### src/rtl/pipe_mux_pkg.sv
// Shared constants for pipe_mux_n: FSM state encodings and the select-width helper.
package pipe_mux_pkg;

    localparam logic [1:0] EMPTY = 2'd0;
    localparam logic [1:0] FULL  = 2'd1;
    localparam logic [1:0] SKID  = 2'd2;

    // Width needed to encode n selects; never less than one bit.
    function automatic int clog2_sel(input int n);
        int w;
        w = 1;
        while ((1 << w) < n) w = w + 1;
        return w;
    endfunction

endpackage

### src/rtl/mux_n_comb.sv
// Pure combinational N:1 word select with out-of-range detection; out-of-range yields a zero word.
module mux_n_comb
    import pipe_mux_pkg::*;
#(
    parameter int WIDTH  = 16,
    parameter int NUM_IN = 8,
    parameter int SEL_W  = clog2_sel(NUM_IN)
) (
    input  logic [NUM_IN*WIDTH-1:0] d_i,
    input  logic [SEL_W-1:0]        sel_i,
    output logic [WIDTH-1:0]        word_o,
    output logic                    err_o
);

    always_comb begin
        // NOTE: every output gets a default before the loop so no latch is inferred.
        word_o = '0;
        err_o  = (int'(sel_i) >= NUM_IN);
        for (int k = 0; k < NUM_IN; k++) begin
            if (sel_i == SEL_W'(k)) word_o = d_i[k*WIDTH +: WIDTH];
        end
    end

endmodule

### src/rtl/pipe_mux_n.sv
// Registered N:1 mux with valid/ready handshake and a one-entry skid register.
// Optional even-parity output P is built when PIPE_MUX_PARITY_EN is defined.
module pipe_mux_n
    import pipe_mux_pkg::*;
#(
    parameter int WIDTH  = 16,
    parameter int NUM_IN = 8,
    parameter int SEL_W  = clog2_sel(NUM_IN)
) (
    input  logic                    CLK,
    input  logic                    RST,
    input  logic [NUM_IN*WIDTH-1:0] D,
    input  logic [SEL_W-1:0]        S,
    input  logic                    IN_VALID,
    output logic                    IN_READY,
    output logic [WIDTH-1:0]        Y,
    output logic                    ERR,
`ifdef PIPE_MUX_PARITY_EN
    output logic                    P,
`endif
    output logic                    OUT_VALID,
    input  logic                    OUT_READY
);

    logic [WIDTH-1:0] sel_word;
    logic             sel_err;

    mux_n_comb #(.WIDTH(WIDTH), .NUM_IN(NUM_IN), .SEL_W(SEL_W)) u_mux (
        .d_i   (D),
        .sel_i (S),
        .word_o(sel_word),
        .err_o (sel_err)
    );

    logic [1:0]       state_q, state_d;
    logic             in_ready_q, in_ready_d;
    logic             out_valid_q, out_valid_d;
    logic [WIDTH-1:0] main_word_q, main_word_d, skid_word_q, skid_word_d;
    logic             main_err_q, main_err_d, skid_err_q, skid_err_d;
`ifdef PIPE_MUX_PARITY_EN
    logic             main_par_q, main_par_d, skid_par_q, skid_par_d;
`endif

    logic accept, drain;
    assign accept = IN_VALID & in_ready_q;
    assign drain  = out_valid_q & OUT_READY;

    always_comb begin
        state_d     = state_q;
        main_word_d = main_word_q;
        main_err_d  = main_err_q;
        skid_word_d = skid_word_q;
        skid_err_d  = skid_err_q;
`ifdef PIPE_MUX_PARITY_EN
        main_par_d  = main_par_q;
        skid_par_d  = skid_par_q;
`endif
        case (state_q)
            EMPTY: begin
                if (accept) begin
                    main_word_d = sel_word;
                    main_err_d  = sel_err;
`ifdef PIPE_MUX_PARITY_EN
                    main_par_d  = ^sel_word;
`endif
                    state_d     = FULL;
                end
            end
            FULL: begin
                if (accept && drain) begin
                    main_word_d = sel_word;
                    main_err_d  = sel_err;
`ifdef PIPE_MUX_PARITY_EN
                    main_par_d  = ^sel_word;
`endif
                end else if (accept) begin
                    skid_word_d = sel_word;
                    skid_err_d  = sel_err;
`ifdef PIPE_MUX_PARITY_EN
                    skid_par_d  = ^sel_word;
`endif
                    state_d     = SKID;
                end else if (drain) begin
                    state_d     = EMPTY;
                end
            end
            SKID: begin
                if (drain) begin
                    main_word_d = skid_word_q;
                    main_err_d  = skid_err_q;
`ifdef PIPE_MUX_PARITY_EN
                    main_par_d  = skid_par_q;
`endif
                    state_d     = FULL;
                end
            end
            default: state_d = EMPTY;
        endcase
        // Handshake flags are registered copies of the next state, so IN_READY never sees OUT_READY combinationally.
        in_ready_d  = (state_d != SKID);
        out_valid_d = (state_d != EMPTY);
    end

    always_ff @(posedge CLK or posedge RST) begin
        if (RST) begin
            state_q     <= EMPTY;
            in_ready_q  <= 1'b1;
            out_valid_q <= 1'b0;
            main_word_q <= '0;
            main_err_q  <= 1'b0;
            skid_word_q <= '0;
            skid_err_q  <= 1'b0;
`ifdef PIPE_MUX_PARITY_EN
            main_par_q  <= 1'b0;
            skid_par_q  <= 1'b0;
`endif
        end else begin
            // NOTE: sequential state uses non-blocking assignment so all flops update together.
            state_q     <= state_d;
            in_ready_q  <= in_ready_d;
            out_valid_q <= out_valid_d;
            main_word_q <= main_word_d;
            main_err_q  <= main_err_d;
            skid_word_q <= skid_word_d;
            skid_err_q  <= skid_err_d;
`ifdef PIPE_MUX_PARITY_EN
            main_par_q  <= main_par_d;
            skid_par_q  <= skid_par_d;
`endif
        end
    end

    assign IN_READY  = in_ready_q;
    assign OUT_VALID = out_valid_q;
    assign Y         = main_word_q;
    assign ERR       = main_err_q;
`ifdef PIPE_MUX_PARITY_EN
    assign P         = main_par_q;
`endif

endmodule

### config.mk
export PLATFORM = sky130hd
export DESIGN_NAME = pipe_mux_n
export DESIGN_NICKNAME = d
export VERILOG_FILES = /design/src/rtl/pipe_mux_pkg.sv /design/src/rtl/mux_n_comb.sv /design/src/rtl/pipe_mux_n.sv
export SDC_FILE = /design/constraint.sdc
export NUM_CORES = 1
export LEC_CHECK = 0
export ABC_AREA = 1
export CORE_ASPECT_RATIO = 0.75
export CORE_MARGIN = 4
export CORE_UTILIZATION = 30
export CTS_BUF_LIST = sky130_fd_sc_hd__clkbuf_4 sky130_fd_sc_hd__clkbuf_8 sky130_fd_sc_hd__clkbuf_16
export CTS_CLUSTER_DIAMETER = 100
export DETAILED_ROUTE_END_ITERATION = 7
export HOLD_SLACK_MARGIN = 0.05
export PLACE_DENSITY = 0.76
export SYNTH_ARGS = -nofsm -noshare
export SYNTH_HDL_FRONTEND = slang
export SYNTH_SLANG_ARGS = --single-unit
### constraint.sdc
create_clock -name CLK -period 2.79 [get_ports CLK]
set_input_delay 0.558 -clock CLK [delete_from_list [all_inputs] [get_ports CLK]]
set_output_delay 0.558 -clock CLK [all_outputs]
set_load 0.05 [all_outputs]
Word level (Yosys, flattened, before mapping)
Index checks and enable logic that the tools add are counted.
- register bits after elaboration: 37
- output and inout port bits: 19
- input bits: 135
- word-level logic and storage cells: 51
- multiplexer cells: 22
- bitwise operators: 3
- reduce and logical (&&, ||, !) cells: 7
- equality and inequality tests: 13
- operators by type and width (operator ; count):
    $mux W16 ; 11
    $pmux W16 S3 ; 1
    $eq A3 B3 Y1 const B ; 4
    $mux W2 ; 5
    $ne A2 B2 Y1 const B ; 4
    $eq A3 B2 Y1 const B ; 2
    $pmux W2 S3 ; 1
    $reduce_and A4 Y1 ; 1
    $eq A3 B1 Y1 const B ; 1
    $logic_not A3 Y1 ; 1
    $mux W1 ; 3
    $pmux W1 S3 ; 1
    $reduce_and A3 Y1 ; 1
    $reduce_bool A3 Y1 ; 1
    $and A1 B1 Y1 ; 2
    $eq A2 B1 Y1 const B ; 1
    $eq A2 B2 Y1 const B ; 1
    $logic_not A2 Y1 ; 1
    $reduce_bool A2 Y1 ; 1
    $logic_and A1 B1 Y1 ; 1
    $not A1 Y1 ; 1

Logic depth before layout (Yosys ltp)
Gate-level depths: netlist of run 1.
- depth in word-level cells: 11
- gate-level depth with buffers: 12
- mapped depth without buffers: 11

Cells and area by module
Synthesis of run 1 repeated with hierarchy kept, for this count alone.
- cell total of the unflattened synthesis: 445
- area, all modules: 2946.6 um^2
- by module, submodules not included (module ; sequential area each (um^2) ; cells an instance ; instances ; area an instance (um^2)):
    pipe_mux_n ; 952.2 ; 221 ; 1 ; 1765.4
    mux_n_comb ; 0.0 ; 224 ; 1 ; 1181.1

Worst setup path after synthesis of run 1
No wires, ideal clock.
- path type: register to register
- start point: register in_ready_q, in the netlist IN_READY
- end point: register skid_word_q[15]
- required time: 2.708 ns
- arrival time: 1.580 ns
- path buffers: 1
- stages on the path, launching flop included: 6
- library setup time: 0.082 ns
- period minus slack after synthesis: 1.662 ns
- path slack: 1.128 ns
- cell sequence: dfstp_2 -> nand2_1 -> nor3_1 -> clkbuf_1 -> nor2_1 -> a31oi_1
- longest elaborated chain between the ends: 4
- ends and longest elaborated chain (what ; line ; RTL):
    start, declared ; pipe_mux_n.sv:36 ; logic in_ready_q, in_ready_d;
    start signal, assigned ; pipe_mux_n.sv:120 ; in_ready_q <= in_ready_d;
    $and A1 B1 Y1 * ; pipe_mux_n.sv:45 ; assign accept = IN_VALID & in_ready_q;
    $logic_and A1 B1 Y1 ; pipe_mux_n.sv:70 ; if (accept && drain) begin
    $not A1 Y1 (no line) ; -- ;
    $reduce_and A3 Y1 (no line) * ; -- ;
    end signal, assigned ; pipe_mux_n.sv:124 ; skid_word_q <= skid_word_d;
    end, declared ; pipe_mux_n.sv:38 ; logic [WIDTH-1:0] main_word_q, main_word_d, skid_word_q, skid_word_d;
Mark *: on every way between the ends. The rest lies on a longest branch, timed or not.
A chain may end at the register's enable or synchronous reset.

Worst setup path after layout of run 1
- start point: input port S[2]
- end point: register main_word_q[11], in the netlist Y[11]
- longest elaborated chain between the ends: 11
- elaborated cells on any way between the ends: 19
- those cells by class: eq/ne (7); mux (11); reduce/logical (1)
- ends and longest elaborated chain (what ; line ; RTL):
    start, declared ; pipe_mux_n.sv:13 ; input logic [SEL_W-1:0] S,
    $logic_not A3 Y1 ; mux_n_comb.sv:20 ; if (sel_i == SEL_W'(k)) word_o = d_i[k*WIDTH +: WIDTH];
    $mux W16 (7 in a row) ; mux_n_comb.sv:20 ;
    $mux W16 * ; mux_n_comb.sv:20 ;
    $mux W16, on equally long branches ; pipe_mux_n.sv:70, pipe_mux_n.sv:60 ;
    $pmux W16 S3 * ; pipe_mux_n.sv:58 ; case (state_q)
    end signal, assigned ; pipe_mux_n.sv:122 ; main_word_q <= main_word_d;
    end, declared ; pipe_mux_n.sv:38 ;
Mark *: on every way between the ends. The rest lies on a longest branch, timed or not. The select of a mux whose other input is x is not followed.

==> metrics list, run 1 <==
- Entering global routing, the biggest net connects 37 pins.
* Cell accounting for the most synthesized area: sky130_fd_sc_hd__dfrtp_1
* Cell repeated most along the worst path: sky130_fd_sc_hd__nand2_1
- Global-route track usage on met1: 0.248
- The initial antenna violation count was 0.
* First-pass GRT wire length: 17.5 mm
- Die footprint: 11300 sq um
- In this run, CTS created clock tree buffers numbering 5.
- After clock tree synthesis, the clock-pin slew on the worst setup and hold paths is 0.06 ns.
- After filler insertion, the fill cell instance count of the layout stands at 881.
- Worst EP required: 3.01 ns
* Final weighted congestion in routability-driven placement: 0.896
* Most repeated cell in the gate-level netlist after synthesis: sky130_fd_sc_hd__nand2_1
- Ranking of synthesized cells by instance count: 152 x sky130_fd_sc_hd__nand2_1, 86 x sky130_fd_sc_hd__nor2_1, 50 x sky130_fd_sc_hd__nand4_1
* Share of Yosys cell area claimed by the top area cell type: 0.304
* Register bit count reported by yosys: 36
- After synthesis the cells add up to 2880 sq um.
- The layer flagged by global routing as most heavily used is met2.
- For this run, the slowest stage of the critical path takes 0.57 ns.
- Summed over all cells, the static leakage comes to 0.00218 uW.
- Port buffering added 152 buffers.
- The share of the Yosys chip area taken by registers is 0.313.
* Max frequency: 454 MHz
- For the pin with the worst max-slew slack, the measured transition is 0.600 ns.
* DRT Wirelength: 10.9 mm
* Count of H-tree levels built during CTS: 2
- The final-report hold violation count is 0.
* Top-level port count: 154
* Syn. warnings: 0
- From bottom edge to top edge, the die measures 92.9 um.
- Floorplan die width: 121 um
- In the post-synthesis netlist, the biggest area contributors are sky130_fd_sc_hd__dfrtp_1 30%, sky130_fd_sc_hd__nand2_1 20%, sky130_fd_sc_hd__nor2_1 11%, sky130_fd_sc_hd__nand4_1 11%, sky130_fd_sc_hd__nand3_1 5.9%.
- In this run the power density over the cells is 706 nW/um^2.
- Synthesis produced 470 cells.
- Across all hold checks on the routed design, the worst slack comes to 0.480 ns.
* Critical path startpoint category: input port
- Number of nets in the layout: 745
- IR analysis of the VDD net gives a maximum drop of 0.557 mV.
- Fraction of final layout cells with drive strength greater than 1: 0.0736
- For the worst-skew pair, the clock arrives at the later sink with an insertion delay of 0.28 ns.
- Max capacitance violation total: 0
- Number of remaining DRC errors: 0
- Tightest slew margin relative to the limit: 0.599
* Buffers & Inverters on Critical Path: 2
* Effective utilization at floorplan: 0.313
- First-pass iteration count of the detailed router: 7
* Total power of the final layout: 3290 uW
- Buffers inserted by post-CTS timing repair: 0
- Before CTS, the worst setup slack after placement is 0.281 ns.
* Worst min-delay path class: reg -> reg
- Via count normalized by instance count: 4.98
- Once the clock tree was built, the resizer swapped 0 gates to a different size.
- For this run, global-route usage on met2 was measured as 0.326.
- Post-synth ARST share: 1.00
* Total inserted antenna cells: 0
* Count of hold-fix buffers inserted at cts: 0
- Primary flip-flop cell chosen by synthesis mapping: sky130_fd_sc_hd__dfrtp_1
- Number of buffers between clock root and the deepest sink: 2
- Setup Viol. Count Final: 0
- The kind of cell with the highest combined delay along the critical path is simple AND/OR/NAND/NOR gates.
- CTS placed an instance of sky130_fd_sc_hd__clkbuf_16 at the clock tree root.
* Std-Cell Rows: 30
* Unrepaired setup endpoints after global routing: no
- In this run, distinct cell masters in the synthesized netlist total 28.
* Smallest setup slack after layout: 0.587 ns
- Across every metal layer, demand over resource in global routing totals 0.193.
* Type of destination of the critical path: flip-flop
- The worst setup path is of the in -> reg kind.
- CTS tree: done
* Met3 capacity usage during global routing: 0.0391
- The via count of the first global-routing pass came to 3618.
- Number of DRC violations after detailed-routing iteration 0: 342
- Library cell contributing the largest single delay on the critical path: sky130_fd_sc_hd__clkdlybuf4s50_1
- Subtracting the final worst setup slack from the clock period gives 2.20 ns.
- Synthesized netlist net count: 605
- CTS sink count: 36
* Remaining antenna violation count after routing: 0
- Via total after detailed routing: 3678
- Traced cell by cell, the critical path runs through clkdlybuf4s50_1, inv_2, nor3_4, nand2_1, nand4_1, nand2_1, nand3_1, nand2_1, nand2_1.
- Dividing the detail-routed wire length by the instance count gives 14.8 um.
* Count of flip-flops with a built-in enable after synthesis: 0
* Area taken by multi-input logic gates: 1650 sq um
- Critical path peak fanout: 20
- After synthesis, the mean cell area works out to 6.13 sq um.
- Relative to the synthesized area, the layout overhead comes to 61.9%.
* Total grt overflow: 0
- Final clock period utilization by the worst path: 0.790
- Hpwl dp: 8.48 mm
- Setup clock skew after layout: 0.00454 ns
- Arrival time at the worst endpoint: 2.42 ns
* Std-Cell Core Area: 9200 sq um
- Across the whole layout, storage elements account for 902 sq um.
* Total count of max-transition violations in the final report: 0
- The run finished with clean final reports.
* Post-layout utilization of the core: 0.507
- Setup_tns: 0 ns
## logic make-up after synthesis
kind of cell / Yosys count / synth area share
buf+inv: 72 / 0.115
other cells: 1 / 0.00130
simple gates: 340 / 0.528
compound gates: 21 / 0.0426
flops: 36 / 0.313
## final cells by class
cell class	count	area share
Inverter	41	0.0335
Timing Repair Buffer	164	0.348
Clock inverter	2	0.00751
Sequential cell	36	0.193
Tap cell	128	0.0343
Multi-Input combinational cell	362	0.355
Clock buffer	6	0.0284
## worst reg2reg max path, stage by stage, from the launching register on
cell	delay, ns
sky130_fd_sc_hd__dfrtp_1	0.42
sky130_fd_sc_hd__inv_1	0.12
sky130_fd_sc_hd__nor2_1	0.07
sky130_fd_sc_hd__inv_1	0.32
sky130_fd_sc_hd__buf_4	0.32
sky130_fd_sc_hd__nor2_1	0.07
sky130_fd_sc_hd__nor2_1	0.11
sky130_fd_sc_hd__nand2_1	0.07
sky130_fd_sc_hd__nand2_1	0.05
## cells in the final DEF, fill, tap and decap left out, types with 2 or more instances in the layout
| cell type | count |
|---|---|
| sky130_fd_sc_hd__inv_1 | 32 |
| sky130_fd_sc_hd__clkdlybuf4s50_1 | 152 |
| sky130_fd_sc_hd__nor3_2 | 2 |
| sky130_fd_sc_hd__clkinv_1 | 2 |
| sky130_fd_sc_hd__nand2_1 | 152 |
| sky130_fd_sc_hd__inv_2 | 6 |
| sky130_fd_sc_hd__nor2_1 | 86 |
| sky130_fd_sc_hd__o21ai_1 | 2 |
| sky130_fd_sc_hd__dfrtp_1 | 35 |
| sky130_fd_sc_hd__a31oi_1 | 14 |
| sky130_fd_sc_hd__a21oi_1 | 4 |
| sky130_fd_sc_hd__nand4_1 | 50 |
| sky130_fd_sc_hd__buf_4 | 11 |
| sky130_fd_sc_hd__nand3_1 | 34 |
| sky130_fd_sc_hd__or2_2 | 11 |
| sky130_fd_sc_hd__clkbuf_16 | 5 |
## where the power goes
group	switching [uW]	total (uW)	internal (uW)
logic	1060	1720	663
registers	146	926	780
clock network	219	649	430
total	1420	3290	1870
## registers in the layout, summed over array words and instances, names as in the netlist
name         flops
IN_READY         1
state_q          2
skid_word_q     16
Y               16
OUT_VALID        1
## layer usage
| metal | share of wire | up-vias | wire (um) |
|---|---|---|---|
| li1 | - | 1802 | - |
| met1 | 0.43 | 1674 | 4700 |
| met2 | 0.47 | 176 | 5090 |
| met3 | 0.078 | 26 | 850 |
| met4 | 0.025 | 0 | 269 |
| met5 | 0 | - | 0 |
## worst paths after layout
check,startpoint,to,slack [ns],cells after the start
worst min-delay path,Y[11],Y[11],0.48,2
min in group asynchronous,RST,Y[12],0.69,3
worst max-delay path,S[2],Y[11],0.59,9
max in group asynchronous,RST,IN_READY,1.74,3
worst max register to register,state_q[1],Y[7],1.19,8
worst min register to register,Y[11],Y[11],0.48,2
## per-stage QoR
stage	area, sq um	cells
after global placement	4500	731
after global routing	4660	739
after detailed placement	4500	731
after CTS	4660	739
after floorplan	2880	470
final	4660	739
No activity file was read; power rests on OpenSTA's default activity.
==> run 2: changes to the inputs <==
- clock period: 2.79 -> 2.3 ns (I/O delays scaled with it)
==> metrics list, run 2 (synthesis results as in run 1) <==
* Worst min-delay path class: reg -> reg (unchanged)
* Buffers inserted by post-CTS timing repair: 0 (unchanged)
- The number of instances resized during post-cts repair is 0 (unchanged).
- The critical setup path kind is reg -> out (was in -> reg).
- The final antenna-violating net count came to 0 (unchanged).
- The logic depth of the worst register-to-register path was 8 (unchanged).
- Effective utilization at floorplan: 0.313 (unchanged)
* First-pass GRT wire length: 17.1 mm (was 17.5 mm)
- Number of cells on the critical path: 1 (was 9)
* Critical register-to-register path endpoint: Y[10] (was Y[7])
* Setup Viol. Count Final: 0 (unchanged)
- Via total after detailed routing: 3570 (was 3678)
* Final clock period utilization by the worst path: 0.898
* Max frequency: 484 MHz
- Total GRT Usage: 0.186 (was 0.193)
- Count of hold-fix buffers inserted at cts: 0 (unchanged)
* CTS sink count: 36 (unchanged)
- The worst setup timing slack at the placement stage came to 0.0367 ns (was 0.281 ns).
- Number of remaining DRC errors: 0 (unchanged)
* Via count normalized by instance count: 4.83 (was 4.98)
- # fillers: 891 (was 881)
- The cell type of the slowest stage on the worst timing path was sky130_fd_sc_hd__clkdlybuf4s50_1 (unchanged).
- The net count of the finished layout was 746 (was 745).
* Std-Cell Rows: 30 (unchanged)
* Vias in the first global route: 3514 (was 3618)
- Critical path startpoint category: flip-flop (was input port)
- The measured slew at the worst slew-check pin was 0.648 ns (was 0.600 ns).
- Type of destination of the critical path: output pin (was flip-flop)
- The smallest clock period supported by the final layout is computed as 2.07 ns.
- Most frequent cells in the layout: 152 x sky130_fd_sc_hd__nand2_1, 152 x sky130_fd_sc_hd__clkdlybuf4s50_1, 86 x sky130_fd_sc_hd__nor2_1 (unchanged)
* Max capacitance violation total: 0 (unchanged)
- Standby leakage power: 0.00218 uW (about the same)
* CTS tree: done (unchanged)
- Setup clock skew after layout: 0.00233 ns (was 0.00454 ns)
* Post-layout utilization of the core: 0.510 (was 0.507)
- The number of ports placed on the die boundary is 154 (unchanged).
- The CTS H-tree depth is 2 (unchanged).
- Total power divided by cell area: 824 nW/um^2 (was 706 nW/um^2)
* Fraction of final layout cells with drive strength greater than 1: 0.0736 (unchanged)
* Reg clk slew, reported paths: 0.05 ns (was 0.06 ns)
- The startpoint of the worst-slack reg-to-reg timing path is state_q[1] (unchanged).
- Final weighted congestion in routability-driven placement: 0.923 (was 0.896)
- Smallest setup slack after layout: 0.235 ns (was 0.587 ns)
* Setup_tns: 0 ns (unchanged)
* Tightest slew margin relative to the limit: 0.567 (was 0.599)
- Arrival time at the worst endpoint: 1.61 ns (was 2.42 ns)
* Die footprint: 11300 sq um (unchanged)
- Floorplan die width: 121 um (unchanged)
* Number of buffers inserted during clock tree synthesis: 5 (unchanged)
- The register-to-register setup slack is 0.71 ns (was 1.19 ns).
- The post-route cell area is 4690 sq um (was 4660 sq um).
- Delay contributed by the slowest stage of the critical path: 0.80 ns (was 0.57 ns)
- CP delay by family, top: buffers and inverters (was simple AND/OR/NAND/NOR gates)
* Worst-Skew Late Latency: 0.27 ns (was 0.28 ns)
- Hold violation total from the final report: 0 (unchanged)
- The combined buffer and inverter count along the critical path is 1 (was 2).
* Pin count of the biggest net entering global routing: 37 (unchanged)
- Hpwl dp: 8.45 mm (was 8.48 mm)
* Worst-case vdd ir drop: 0.618 mV (was 0.557 mV)
- Chain of cells forming the critical path: clkdlybuf4s50_1 (was clkdlybuf4s50_1, inv_2, nor3_4, nand2_1, nand4_1, nand2_1, nand3_1, nand2_1, nand2_1).
* Hold Path Stages: 2 (unchanged)
- Worst EP required: 1.84 ns (was 3.01 ns)
* Critical path peak fanout: 2 (was 20)
- The total congestion overflow is 0 (unchanged).
- Cell area after placement: 4550 sq um (was 4500 sq um)
* Std-Cell Core Area: 9200 sq um (unchanged)
* Layout Area Growth over Synthesis: 62.8% (was 61.9%)
* Post-layout instance count excluding filler cells: 739 (unchanged)
* Total inserted antenna cells: 0 (unchanged)
- Cell count after placement: 732 (was 731)
- The initial antenna violation count came to 0 (unchanged).
- The clock root buffer was sky130_fd_sc_hd__clkbuf_16 (unchanged).
* Unrepaired setup endpoints after global routing: no (unchanged)
- The wire length per cell was 14.6 um (was 14.8 um).
- Number of port buffers: 152 (unchanged)
- The origin of the worst min-delay path was Y[2] (was Y[11]).
- Status: finished clean (unchanged)
- The height of the die came to 92.9 um (unchanged).
- First-pass iteration count of the detailed router: 4 (was 7)
- The capture endpoint of the worst hold path is Y[2] (was Y[11]).
- DRT Wirelength: 10.8 mm (was 10.9 mm)
- Number of DRC violations after detailed-routing iteration 0: 257 (was 342)
- The number of slew-limit violations in the final report is 0 (unchanged).
- The maximum clock insertion buffer count is 2 (unchanged).
[run 2: cell types whose count changed in the layout (fill, tap and decap cells not counted), sizes merged]
cell | previous run | this run
bufinv | 1 | 0
buf | 12 | 13
[run 2: metal layers]
layer / track usage / share of wire
met1: 0.242 / 0.45
met2: 0.313 / 0.47
met5: 0 / 0
met4: 0.0438 / 0.016
met3: 0.0446 / 0.068
[run 2: tightest hold or removal path: cells and delay by family (launching register included)]
| kind | cells | cell delay [ns] |
|---|---|---|
| and+or+nand+nor | 2 | 0.11 |
| DFF | 1 | 0.34 |
[run 2: cell type report]
type,count,area [sq um],share of cell area
Clock buffer,6,133,0.0283
Clock inverter,1,5.00,0.00107
Inverter,41,156,0.0333
Multi-Input combinational cell,362,1650,0.353
Sequential cell,36,902,0.192
Tap cell,128,160,0.0341
Timing Repair Buffer,165,1680,0.358
[run 2: stage by stage]
| step | hold WS, ns | total power, uW |
|---|---|---|
| after global placement | 0.467 | 3170 |
| after floorplan | 0.459 | 2420 |
| after CTS | 0.487 | 3900 |
| final | 0.481 | 3870 |
| after global routing | 0.507 | 4140 |
| after detailed placement | 0.472 | 3230 |
[run 2: worst max-delay path by stage]
stage | from | end
final | IN_READY | IN_READY
after global routing | S[2] | skid_word_q[6]
after CTS | IN_READY | IN_READY
after detailed placement | S[0] | Y[5]
after global placement | S[0] | Y[5]
after floorplan | IN_READY | skid_word_q[15]
[run 2: power by group]
part | switching (uW) | internal (uW)
combinational | 1280 | 814
sequential | 172 | 946
clock | 250 | 405
==> run 3: changes to the inputs <==
- REMOVE_ABC_BUFFERS: unset -> 1
==> metrics list, run 3 (synthesis results as in run 1) <==
- The combinational share of power came to 0.526 (was 0.541).
- The delay of the slowest cell on the worst path came to 0.80 ns (about the same).
- # fillers: 904 (was 891)
- Max frequency: 483 MHz (was 484 MHz)
* Floorplan die width: 121 um (unchanged)
* Number of remaining DRC errors: 0 (unchanged)
- The total congestion overflow was 0 (unchanged).
- The endpoint kind of the worst setup timing path is an output pin (unchanged).
- The via density per instance is 5.02 (was 4.83).
* Number of DRC violations after detailed-routing iteration 0: 276 (was 257)
- Hpwl dp: 9.09 mm (was 8.45 mm)
- The gate family responsible for the most delay along the worst path is buffers and inverters (unchanged).
- Number of buffers inserted during clock tree synthesis: 5 (unchanged)
- The area of the core came to 9200 sq um (unchanged).
- Design Area, Final: 4740 sq um (was 4690 sq um)
- The total wirelength of the detailed-routed design came to 11.8 mm (was 10.8 mm).
* Total inserted antenna cells: 0 (unchanged)
- Most frequent cells in the layout: 152 x sky130_fd_sc_hd__nand2_1, 152 x sky130_fd_sc_hd__clkdlybuf4s50_1, 86 x sky130_fd_sc_hd__nor2_1 (unchanged).
- Vias in the first global route: 3779 (was 3514)
- Buffers inserted by post-CTS timing repair: 0 (unchanged)
* Library cell contributing the largest single delay on the critical path: sky130_fd_sc_hd__clkdlybuf4s50_1 (unchanged)
- The number of core rows came to 30 (unchanged).
- Remaining antenna violation count after routing: 0 (unchanged)
* Cell area after placement: 4580 sq um (was 4550 sq um)
* Total GRT Usage: 0.209 (was 0.186)
- Register cell area after layout: 902 sq um (unchanged)
- The clock transition at the register clock pins on the worst setup and hold paths after CTS is 0.06 ns (was 0.05 ns).
* Max capacitance violation total: 0 (unchanged)
- Post-layout utilization of the core: 0.516 (was 0.510)
* Fraction of final layout cells with drive strength greater than 1: 0.0856 (was 0.0736)
* First-pass GRT wire length: 18.6 mm (was 17.1 mm)
* Chain of cells forming the critical path: clkdlybuf4s50_1 (unchanged)
* Sequential share of power: 0.280 (was 0.289)
- The switching part of the total power is 0.435 (was 0.440).
* Average wire per standard cell: 15.9 um (was 14.6 um)
* Area taken by multi-input logic gates: 1660 sq um (was 1650 sq um)
- The number of buffers inserted by hold repair at cts was 0 (unchanged).
- Effective utilization at floorplan: 0.313 (unchanged)
* Antenna violations before repair: 0 (unchanged)
* First-pass iteration count of the detailed router: 5 (was 4)
- Hold Path Stages: 2 (unchanged)
- Launch point of the worst hold path: Y[5] (was Y[2])
* Worst min-delay path class: reg -> reg (unchanged)
- The number of buffers inserted by port buffering was 152 (unchanged).
- Tightest slew margin relative to the limit: 0.619 (was 0.567)
- The largest voltage drop on the vdd net came to 0.357 mV (was 0.618 mV).
* Setup clock skew after layout: 0.00454 ns (was 0.00233 ns)
- Total power divided by cell area: 847 nW/um^2 (was 824 nW/um^2)
- Layout Area Growth over Synthesis: 64.6% (was 62.8%)
- The insertion delay to the later sink of the worst-skew pair was 0.28 ns (was 0.27 ns).
- The net count of the finished layout is 753 (was 746).
- The count of final setup violators was 0 (unchanged).
* R2r setup slk: 0.76 ns (was 0.71 ns)
* Final clock period utilization by the worst path: 0.900 (was 0.898)
- The startpoint of the worst-slack reg-to-reg timing path is IN_READY (was state_q[1]).
- The number of ports placed on the die boundary came to 154 (unchanged).
- Arrival time at the worst endpoint: 1.61 ns (about the same)
- The type of element launching the critical path is a flip-flop (unchanged).
- Unrepaired setup endpoints after global routing: no (unchanged)
* Die footprint: 11300 sq um (unchanged)
* Library cell used as clock root buffer: sky130_fd_sc_hd__clkbuf_16 (unchanged)
- The TritonCTS clock tree was done (unchanged).
- The final-report hold violation count was 0 (unchanged).
- Total power of the final layout: 4020 uW (was 3870 uW)
- Worst setup path class: reg -> out (unchanged)
- The maximum clock insertion buffer count is 2 (unchanged).
* Chip Height: 92.9 um (unchanged)
* R2R cell count: 5 (was 8)
* Worst-Margin Slew: 0.569 ns (was 0.648 ns)
- CTS sink count: 36 (unchanged)
- The global placer's final weighted congestion came to 0.954 (was 0.923).
* Total count of max-transition violations in the final report: 0 (unchanged)
- The combined buffer and inverter count along the critical path is 1 (unchanged).
* Worst Hold Path EP: Y[5] (was Y[2])
- Worst EP required: 1.84 ns (about the same)
- Design internal power: 2270 uW (was 2170 uW)
* Count of H-tree levels built during CTS: 2 (unchanged)
- Critical register-to-register path endpoint: skid_word_q[7] (was Y[10])
- Portion of total power attributed to the clock network: 0.194 (was 0.169)
* Standby leakage power: 0.00222 uW (was 0.00218 uW)
* Critical path peak fanout: 2 (unchanged)
- Status: finished clean (unchanged)
* Pin count of the biggest net entering global routing: 37 (unchanged)
- The number of instances resized during post-cts repair came to 0 (unchanged).
* Via total after detailed routing: 3749 (was 3570)
- The switching power of the nets was 1750 uW (was 1700 uW).
- The clock period minus worst slack was 2.07 ns (about the same).
run 3: area by class of cell:
cell class | count | share of cell area
sequential | 36 | 0.190
multi-input combinational | 362 | 0.350
tap | 128 | 0.0338
clock buffer | 6 | 0.0280
clock inverter | 2 | 0.00739
timing repair buffer | 172 | 0.358
inverter | 41 | 0.0330
run 3: worst max path at each step:
| stage | start | to | slack, ns | cells past startpoint |
|---|---|---|---|---|
| after CTS | IN_READY | IN_READY | 0.21 | 1 |
| after global routing | S[0] | Y[11] | 0.09 | 11 |
| after detailed placement | S[0] | skid_word_q[6] | -0.003 | 11 |
| after floorplan | IN_READY | OUT_VALID | -0.75 | 5 |
| final | IN_READY | IN_READY | 0.23 | 1 |
| after global placement | S[0] | Y[4] | 0.06 | 9 |
run 3: power by group through the flow:
| stage | clock (uW) | combinational (uW) | sequential [uW] |
|---|---|---|---|
| after global placement | 0 | 2060 | 1110 |
| after detailed placement | 0 | 2110 | 1130 |
| final | 780 | 2110 | 1130 |
| after CTS | 796 | 2120 | 1120 |
| after global routing | 822 | 2290 | 1160 |
| after floorplan | 0 | 778 | 1590 |
run 3: through the flow:
step	hold WS [ns]	instances	setup TNS (ns)	worst slack, ns
finish	0.480	747	0	0.229
global route	0.506	747	0	0.0895
CTS	0.487	747	0	0.214
detailed placement	0.469	739	-0.00489	-0.00265
global placement	0.464	739	0	0.0576
floorplan	0.459	439	-10.75	-0.751
run 3: layer usage:
layer | vias up | share of wire | global-route usage | routed length, um
li1 | 1818 | - | - | -
met1 | 1700 | 0.42 | 0.260 | 4940
met2 | 208 | 0.46 | 0.340 | 5410
met3 | 23 | 0.11 | 0.0659 | 1270
met4 | 0 | 0.019 | 0.0756 | 225
met5 | - | 0 | 0 | 0
